<file path="src/rtl/nmi_sched.sv">
// rtl/nmi_sched.sv - NMI request scheduler: mask, fixed-priority grant, set_nmi toggle, delivery tracking
//
// Collects one-cycle request strobes from NSRC sources, stores the enabled ones,
// grants the lowest pending index by toggling set_nmi, then follows the NMI
// generator through delivery (in_nmi rise) and service (in_nmi fall), followed by
// a one-frame holdoff, before the next grant is allowed.
//
// Ports:
//   fclk, rst_n   clock, asynchronous active-low reset
//   req           per-source request strobes (bit 0 = highest priority)
//   mask          per-source enable; masked strobes are dropped
//   int_start     start-of-INT strobe shared with the NMI generator
//   in_nmi        NMI-active level from the generator
//   set_nmi       toggle request to the generator
//   cause         index of the last granted source
//   cause_vld     cause not yet acknowledged
//   cause_ack     strobe clearing cause_vld
//   pend          stored, not-yet-granted requests
//   ovf           sticky overflow / lost-grant flag
//   ovf_clr       strobe clearing ovf
//   busy          scheduler is not idle
module nmi_sched #(
    parameter int NSRC    = 4,
    parameter int ARM_FRM = 2,
    localparam int CW     = (NSRC > 1) ? $clog2(NSRC) : 1
) (
    input  logic            fclk,
    input  logic            rst_n,
    input  logic [NSRC-1:0] req,
    input  logic [NSRC-1:0] mask,
    input  logic            int_start,
    input  logic            in_nmi,
    output logic            set_nmi,
    output logic [CW-1:0]   cause,
    output logic            cause_vld,
    input  logic            cause_ack,
    output logic [NSRC-1:0] pend,
    output logic            ovf,
    input  logic            ovf_clr,
    output logic            busy
);

    typedef enum logic [1:0] {
        S_IDLE,
        S_ARMED,
        S_SERVE,
        S_GUARD
    } state_t;

    state_t          state;
    logic [3:0]      frm_cnt;

    logic [CW-1:0]   gnt_idx;
    logic            do_grant;
    logic [NSRC-1:0] gnt_mask;
    logic [NSRC-1:0] req_m;
    logic [NSRC-1:0] pend_left;
    logic            hit;
    logic [3:0]      frm_inc;
    logic            lost;

    always_comb begin
        gnt_idx = '0;
        // Descending scan so the lowest set index is the one that sticks.
        for (int i = NSRC - 1; i >= 0; i--) begin
            if (pend[i]) begin
                gnt_idx = CW'(i);
            end
        end
    end

    // No grant on an int_start cycle: the generator clears its own pending
    // request on that strobe, so a toggle there would be swallowed.
    assign do_grant  = (state == S_IDLE) && (|pend) && !in_nmi && !int_start;
    assign gnt_mask  = do_grant ? (NSRC'(1) << gnt_idx) : '0;
    assign req_m     = req & mask;
    assign pend_left = pend & ~gnt_mask;
    // A strobe on the bit being granted this cycle re-arms it without counting as overflow.
    assign hit       = |(req_m & pend_left);
    assign frm_inc   = frm_cnt + 4'd1;
    assign lost      = (state == S_ARMED) && !in_nmi && int_start && (frm_inc == 4'(ARM_FRM));

    always_ff @(posedge fclk or negedge rst_n) begin
        if (!rst_n) begin
            state     <= S_IDLE;
            busy      <= 1'b0;
            frm_cnt   <= 4'd0;
            set_nmi   <= 1'b0;
            cause     <= '0;
            cause_vld <= 1'b0;
            pend      <= '0;
            ovf       <= 1'b0;
        end else begin
            pend <= pend_left | req_m;
            ovf  <= hit | lost | (ovf & ~ovf_clr);

            if (do_grant) begin
                cause_vld <= 1'b1;
            end else if (cause_ack) begin
                cause_vld <= 1'b0;
            end

            case (state)
                S_IDLE: begin
                    if (do_grant) begin
                        cause   <= gnt_idx;
                        set_nmi <= ~set_nmi;
                        frm_cnt <= 4'd0;
                        state   <= S_ARMED;
                        busy    <= 1'b1;
                    end
                end
                S_ARMED: begin
                    if (in_nmi) begin
                        state <= S_SERVE;
                    end else if (int_start) begin
                        frm_cnt <= frm_inc;
                        if (lost) begin
                            state <= S_IDLE;
                            busy  <= 1'b0;
                        end
                    end
                end
                S_SERVE: begin
                    if (!in_nmi) begin
                        state <= S_GUARD;
                    end
                end
                S_GUARD: begin
                    if (int_start) begin
                        state <= S_IDLE;
                        busy  <= 1'b0;
                    end
                end
                default: begin
                    state <= S_IDLE;
                    busy  <= 1'b0;
                end
            endcase
        end
    end

endmodule

</file>
<file path="config.mk">
export PLATFORM = sky130hd
export DESIGN_NAME = nmi_sched
export DESIGN_NICKNAME = d
export VERILOG_FILES = /design/src/rtl/nmi_sched.sv
export SDC_FILE = /design/constraint.sdc
export NUM_CORES = 1
export LEC_CHECK = 0
export ABC_AREA = 1
export BUFFER_PORTS_ARGS = -buffer_cell sky130_fd_sc_hd__buf_2
export CAP_MARGIN = 20
export CORE_MARGIN = 2
export CORE_UTILIZATION = 48
export CTS_BUF_LIST = sky130_fd_sc_hd__clkbuf_2 sky130_fd_sc_hd__clkbuf_4 sky130_fd_sc_hd__clkbuf_8
export DETAILED_ROUTE_END_ITERATION = 10
export PLACE_DENSITY = 0.74
export SLEW_MARGIN = 40
export SYNTH_ARGS = -nofsm -noshare
export SYNTH_HDL_FRONTEND = slang
export SYNTH_SLANG_ARGS = --single-unit
</file>
<file path="constraint.sdc">
create_clock -name fclk -period 1.7 [get_ports fclk]
set_input_delay 0.17 -clock fclk [delete_from_list [all_inputs] [get_ports fclk]]
set_output_delay 0.17 -clock fclk [all_outputs]
set_load 0.02 [all_outputs]
</file>
==> results of run 1 <==
-- layout make-up --
| class | instances | area [sq um] |
|---|---|---|
| fillers | 165 | 660.6 |
| repair buffers | 24 | 125.1 |
| well taps | 25 | 31.28 |
| multi-input cells | 76 | 397.9 |
| inverters | 20 | 75.07 |
| flip-flops and latches | 16 | 400.4 |
| clock buffers | 4 | 36.28 |
-- layout by cell type (no fill, tap or decap), drive strengths merged --
| cell type | instances |
|---|---|
| inv | 20 |
| o211ai | 1 |
| nor2 | 11 |
| ha | 2 |
| a21oi | 3 |
| nand3 | 9 |
| o21ai | 8 |
| buf | 23 |
| o22ai | 2 |
| clkbuf | 4 |
| nand4 | 1 |
| xor2 | 1 |
| nand2 | 36 |
| nand3b | 1 |
| dfrtp | 16 |
| nor3 | 1 |
| dlygate4sd3 | 1 |
-- through the flow --
| stage | util (%) | hold WS (ns) | instances | total power, uW | area, sq um |
|---|---|---|---|---|---|
| 2_1_floorplan | - | -0.1256 | 112 | 1033 | 873.3 |
| 3_5_place_dp | 59.06 | 0.1038 | 160 | 1195 | 1020 |
| 4_1_cts | 61.74 | 0.05119 | 165 | 1455 | 1066 |
| 6_report | 61.74 | 0.04887 | 165 | 1453 | 1066 |
| 5_1_grt | 61.74 | 0.05182 | 165 | 1575 | 1066 |
| 3_3_place_gp | 59.06 | 0.1028 | 160 | 1173 | 1020 |
-- cell usage after synthesis (all sizes together) --
master / count
o22ai: 2
a21oi: 3
xor2: 1
o21ai: 8
nor2: 11
nand4: 1
nor3: 1
o211ai: 1
nand3b: 1
nand3: 9
inv: 20
dfrtp: 16
nand2: 36
ha: 2
-- state kept, by name (all words and copies together), names as in the netlist, named ones only --
| signal | cells |
|---|---|
| frm_cnt | 4 |
| cause_vld | 1 |
| cause | 2 |
| busy | 1 |
| state | 1 |
| ovf | 1 |
| pend | 4 |
| set_nmi | 1 |
-- power groups by stage --
stage / combinational [uW] / clock [uW] / sequential [uW]
floorplan: 375 / 0 / 658
global placement: 567 / 0 / 606
detailed placement: 582 / 0 / 614
CTS: 586 / 264 / 606
global route: 664 / 287 / 624
finish: 582 / 262 / 609
-- final timing paths --
kind / startpoint / to / slack, ns
max reg2reg: frm_cnt[0] / flip-flop / 0.27
min reg2reg: set_nmi / set_nmi / 0.47
max: frm_cnt[0] / flip-flop / 0.27
min in group asynchronous: rst_n / frm_cnt[0] / 0.31
max in group asynchronous: rst_n / pend[3] / 1.13
min: cause_ack / cause_vld / 0.05
-- cells by family (layout without fill, tap and decap cells) --
group / after synthesis / count (layout) / synth area share [%]
buf+inv: 20 / 48 / 8.597
simple gates: 59 / 59 / 32.67
xor+xnor: 1 / 1 / 1.003
compound gates: 14 / 14 / 9.025
fa+ha+maj: 2 / 2 / 2.865
flops: 16 / 16 / 45.84
-- per-layer routing --
layer,share of wire [%],vias to the layer above
met3,4.9,5
met4,2.2,0
met1,48,375
li1,-,409
met5,0,-
met2,45,22
==> impl_metrics.py, run 1 <==
metrics = {
    "clocking": {
        "ctsHtreeMaxLevel": 1,
        "clkSinkCount": 16,
        "tritoncts.num_buffers": 3,
        "post_cts_resized": 0,
        "cts_setup_buffers": 0,
        "clock_insertion_delay_worst_skew_ns": 0.29,
        "post_cts_hold_buffer_count": 1,
        "tritoncts": "built",
        "clk_root_buffer_cell": "sky130_fd_sc_hd__clkbuf_4",
        "path_clk_slew_ns": 0.10,
        "ctsLongestPathBuffers": 2,
    },
    "setup_path": {
        "worstSetupPathDepth": 9,
        "criticalPathCategory": "reg2reg",
        "reg2regPathDepth": 9,
        "max_stage_delay_ns": 0.46,
        "cp_max_fo": 6,
        "cp.buffers_inverters": 0,
        "path_delay_family": "simple AND/OR/NAND/NOR gates",
        "critical_path.slowest_cell": "sky130_fd_sc_hd__dfrtp_1",
        "worst-endpoint-required_ns": 1.90,
        "startpoint_type": "flip-flop",
        "cp_common_cell": "sky130_fd_sc_hd__nand2_1",
        "cp_cell_sequence": "ha_1 > nand2_1 > nand2_1 > nor2_2 > nand3_2 > nand2_2 > nand3_1 > nand2_1 > nand2_1",
        "timing.critical_path.to_type": "flip-flop",
        "worst_ep_arrival_time_ns": 1.63,
    },
    "outcome": {
        "status": "complete, no violations",
    },
    "route": {
        "drc": 0,
        "drtAntennaViolNets": 0,
        "drt-wirelength-per-cell_um": 10.59,
        "detail_route.wirelength_mm": 1.747,
        "post_drt_via_cell_ratio": 4.915,
        "detail_route.first_pass.iterations": 4,
        "detailroute.via_count": 811,
        "drt_first_iter_violations": 10,
    },
    "floorplanning": {
        "fp.dieArea_sq_um": 2177,
        "number_of_top_level_pins": 24,
        "rows": 15,
        "core_area_sq_um": 1727,
        "die_w_um": 46.66,
        "start_util_pct": 50.58,
        "vert_die_dim_um": 46.66,
    },
    "timing": {
        "max_clock_freq_ghz": 0.6987,
        "timing.final.crit_share_pct": 84.19,
        "setup_viol": 0,
        "skew_ns": 0.002120,
        "hold_viol": 0,
        "final_max_slew_viol_count": 0,
        "timing_worst_slew_pin_value_ns": 0.3613,
        "slew-limit-headroom_pct": 75.91,
        "setup-tns-final_ns": 0,
        "layout_min_cycle_time_ns": 1.431,
        "grt_setup_unrepaired": "no",
        "final_critical_path_setup_slack_ns": 0.2689,
    },
    "power_and_ir_drop": {
        "powerDensity_nw_per_um2": 1363,
        "switching_share_pct": 42.20,
        "total_switching_power_uw": 613.3,
        "internal-power_uw": 840.1,
        "leakagePower_uw": 0.0005760,
        "power.share.combinational_pct": 40.1,
        "worst_ir_drop_vdd_mv": 0.7160,
        "sequentialPowerShare_pct": 41.9,
        "power_frac_clock_pct": 18.0,
    },
    "run": {
        "max_cap_violations": 0,
    },
    "cells_and_area": {
        "final_net_count": 157,
        "final_layout_size_suffix_gt1_share_pct": 32.14,
        "antenna_cells": 0,
        "area_growth_pct": 22.06,
    },
    "yosys": {
        "postSynthAreaPerCell_sq_um": 7.798,
        "syn_inst": 112,
        "synth-seq-cells": 16,
        "synth_warnings": 0,
        "post-synth-top-area-cell": "sky130_fd_sc_hd__dfrtp_1",
        "synthesis.nets": 128,
        "synth.top_cells.by_area": "sky130_fd_sc_hd__dfrtp_1, sky130_fd_sc_hd__nand2_1, sky130_fd_sc_hd__inv_1, sky130_fd_sc_hd__nand3_2, sky130_fd_sc_hd__inv_2",
        "synth_cell_types": 22,
        "synthDominantCellAreaShare_pct": 45.85,
        "synthesis.area_sq_um": 873.3,
        "ys_seq_area_share_pct": 45.85,
    },
    "min_path": {
        "min_delay_path_depth": 2,
        "timing.hold.worst.class": "in2reg",
    },
    "global_routing": {
        "gr-usage-met3_pct": 2.353,
        "grt.total_usage_pct": 19.08,
        "initial_antenna_violation_count": 0,
        "largest_net_degree_at_the_start_of_global_routing": 17,
        "grt_pass1_vias": 717,
        "grtUsageMet1_pct": 26.21,
        "grt_pass1_wl_mm": 2.925,
        "global_route.peak_usage_layer": "met2",
        "grt_overflow": 0,
        "gr-usage-met2_pct": 28.33,
    },
    "placement": {
        "preCtsSetupSlack_ns": 0.2901,
        "gpl.final_weighted_congestion": 0.8522,
        "numPortBuffers": 23,
        "post-dp-hpwl_mm": 1.349,
    },
}
Power figures use the tool's default switching activity.
==> inputs of run 2 (changes only) <==
- clock period: 1.7 -> 1.4 ns (I/O delays scaled with it)
==> run 2 against run 1 <==
Final area up 2.8%; register-to-register slack worse by 0.22 ns; wire length down 0.92%; maximum frequency up 6.1%; hold slack worse by 0.015 ns; highest routed layer unchanged; critical path depth up 1; first-iteration DRC count down 30%; sequential power up 19%; sequential share of layout area down 1.0 points; count of clock-buffer cells in the layout unchanged.
==> impl_metrics.py, run 2 (synthesis results as in run 1) <==
metrics = {
    "setup_path": {
        "startpoint_type": "flip-flop",
        "timing.critical_path.to_type": "flip-flop",
        "critical_path.slowest_cell": "sky130_fd_sc_hd__dfrtp_1",
        "cp_cell_sequence": "ha_2 > inv_2 > nand2_2 > nand2_2 > nor2_2 > nand3_2 > nand2_2 > nand3_2 > nand2_1 > nand2_1",
        "max_stage_delay_ns": 0.40,
        "cp_max_fo": 3,
        "worst_ep_arrival_time_ns": 1.54,
        "criticalPathCategory": "reg2reg",
        "worst-endpoint-required_ns": 1.59,
        "regToRegSetupSlack_ns": 0.05,
        "cp_common_cell": "sky130_fd_sc_hd__nand2_2",
    },
    "global_routing": {
        "grt_pass1_vias": 723,
        "grt_overflow": 0,
        "grtUsageMet1_pct": 24.26,
        "largest_net_degree_at_the_start_of_global_routing": 17,
        "grt.total_usage_pct": 18.56,
        "grt_pass1_wl_mm": 2.801,
        "global_route.peak_usage_layer": "met2",
        "gr-usage-met3_pct": 3.922,
        "initial_antenna_violation_count": 0,
        "gr-usage-met2_pct": 28.89,
    },
    "outcome": {
        "status": "complete, no violations",
    },
    "route": {
        "drt-wirelength-per-cell_um": 10.37,
        "post_drt_via_cell_ratio": 4.665,
        "drtAntennaViolNets": 0,
        "detailroute.via_count": 779,
        "drc": 0,
        "detail_route.wirelength_mm": 1.731,
        "detail_route.first_pass.iterations": 4,
        "drt_first_iter_violations": 7,
    },
    "timing": {
        "max_clock_freq_ghz": 0.7416,
        "setup_viol": 0,
        "hold_viol": 0,
        "timing_worst_slew_pin_value_ns": 0.3442,
        "slew-limit-headroom_pct": 77.06,
        "setup-tns-final_ns": 0,
        "skew_ns": 0.007994,
        "final_critical_path_setup_slack_ns": 0.05160,
        "layout_min_cycle_time_ns": 1.348,
        "timing.final.crit_share_pct": 96.31,
        "grt_setup_unrepaired": "yes",
        "final_max_slew_viol_count": 0,
    },
    "cells_and_area": {
        "layout.cells.most_common_list": "sky130_fd_sc_hd__nand2_1, sky130_fd_sc_hd__buf_2, sky130_fd_sc_hd__dfrtp_1",
        "biggestRegsByFlops": "frm_cnt: 4 flops, pend: 4 flops, cause: 2 flops",
        "layout.cells.most_common": "sky130_fd_sc_hd__nand2_1",
        "antenna_cells": 0,
        "final_net_count": 159,
        "final_layout_size_suffix_gt1_share_pct": 37.32,
        "area_growth_pct": 25.50,
        "final_cell_area_sq_um": 1096,
    },
    "power_and_ir_drop": {
        "power_frac_clock_pct": 17.0,
        "internal-power_uw": 1060,
        "switching_share_pct": 41.81,
        "sequentialPowerShare_pct": 39.9,
        "powerDensity_nw_per_um2": 1663,
        "worst_ir_drop_vdd_mv": 0.7332,
        "leakagePower_uw": 0.0005877,
        "power.share.combinational_pct": 43.1,
        "total_switching_power_uw": 762.0,
    },
    "clocking": {
        "clock_insertion_delay_worst_skew_ns": 0.29,
        "ctsLongestPathBuffers": 2,
        "ctsHtreeMaxLevel": 1,
        "tritoncts": "built",
        "clkSinkCount": 16,
        "clk_root_buffer_cell": "sky130_fd_sc_hd__clkbuf_4",
        "tritoncts.num_buffers": 3,
        "path_clk_slew_ns": 0.10,
    },
    "floorplanning": {
        "fp.dieArea_sq_um": 2177,
        "core_area_sq_um": 1727,
        "rows": 15,
        "vert_die_dim_um": 46.66,
        "start_util_pct": 50.58,
        "number_of_top_level_pins": 24,
        "die_w_um": 46.66,
    },
    "placement": {
        "place_area_sq_um": 1027,
        "gpl.final_weighted_congestion": 0.8547,
        "numPortBuffers": 23,
        "preCtsSetupSlack_ns": 0.02472,
        "post-dp-hpwl_mm": 1.346,
    },
    "min_path": {
        "timing.hold.worst.class": "in2reg",
    },
    "run": {
        "max_cap_violations": 0,
    },
}
==> run 2: worst paths after layout <==
check                      startpoint          to  depth (start not counted)
max reg2reg                frm_cnt[1]   flip-flop                         10
max in group asynchronous       rst_n    cause[1]                          2
min reg2reg                   set_nmi     set_nmi                          1
min in group asynchronous       rst_n  frm_cnt[2]                          2
min                         cause_ack   cause_vld                          2
max                        frm_cnt[1]   flip-flop                         10
==> run 2: critical path, delay by kind of cell (launching register included) <==
family                     cells  cell delay (ns)
buffers and inverters          1             0.04
adders and majority gates      1             0.21
DFF                            1             0.40
and+or+nand+nor                8             0.58
==> run 2: routing by layer <==
metal	vias to the layer above	routed length [um]
li1	411	-
met1	343	771
met2	21	835
met3	4	88
met4	0	35
met5	-	0
==> run 2: cell type report <==
class | count | area (sq um)
inverter | 20 | 75.07
sequential | 16 | 400.4
clock buffer | 4 | 36.28
tap | 25 | 31.28
timing repair buffer | 26 | 140.1
multi-input combinational | 76 | 412.9
fill | 165 | 630.6
==> run 2: per-stage QoR <==
stage | cells | util [%] | hold slack, ns | power [uW]
floorplan | 112 | - | -0.1556 | 1255
global placement | 161 | 59.49 | 0.06807 | 1440
detailed placement | 161 | 59.49 | 0.06550 | 1472
CTS | 166 | 62.17 | 0.03144 | 1783
global route | 167 | 63.48 | 0.03685 | 1969
finish | 167 | 63.48 | 0.03361 | 1822
==> run 2: power by group through the flow <==
stage / registers (uW) / logic [uW] / clock network [uW]
after floorplan: 799 / 456 / 0
after global placement: 720 / 720 / 0
after detailed placement: 732 / 739 / 0
after CTS: 724 / 745 / 314
after global routing: 744 / 893 / 332
final: 727 / 785 / 311
==> run 2: timing repair <==
item                                    4_1_cts  5_1_grt
hold buffers                                  1        0
hold endpoints to repair                     16        0
endpoints found under the setup margin        0        5
buffers inserted                              0        1
gates resized for setup                       0        6
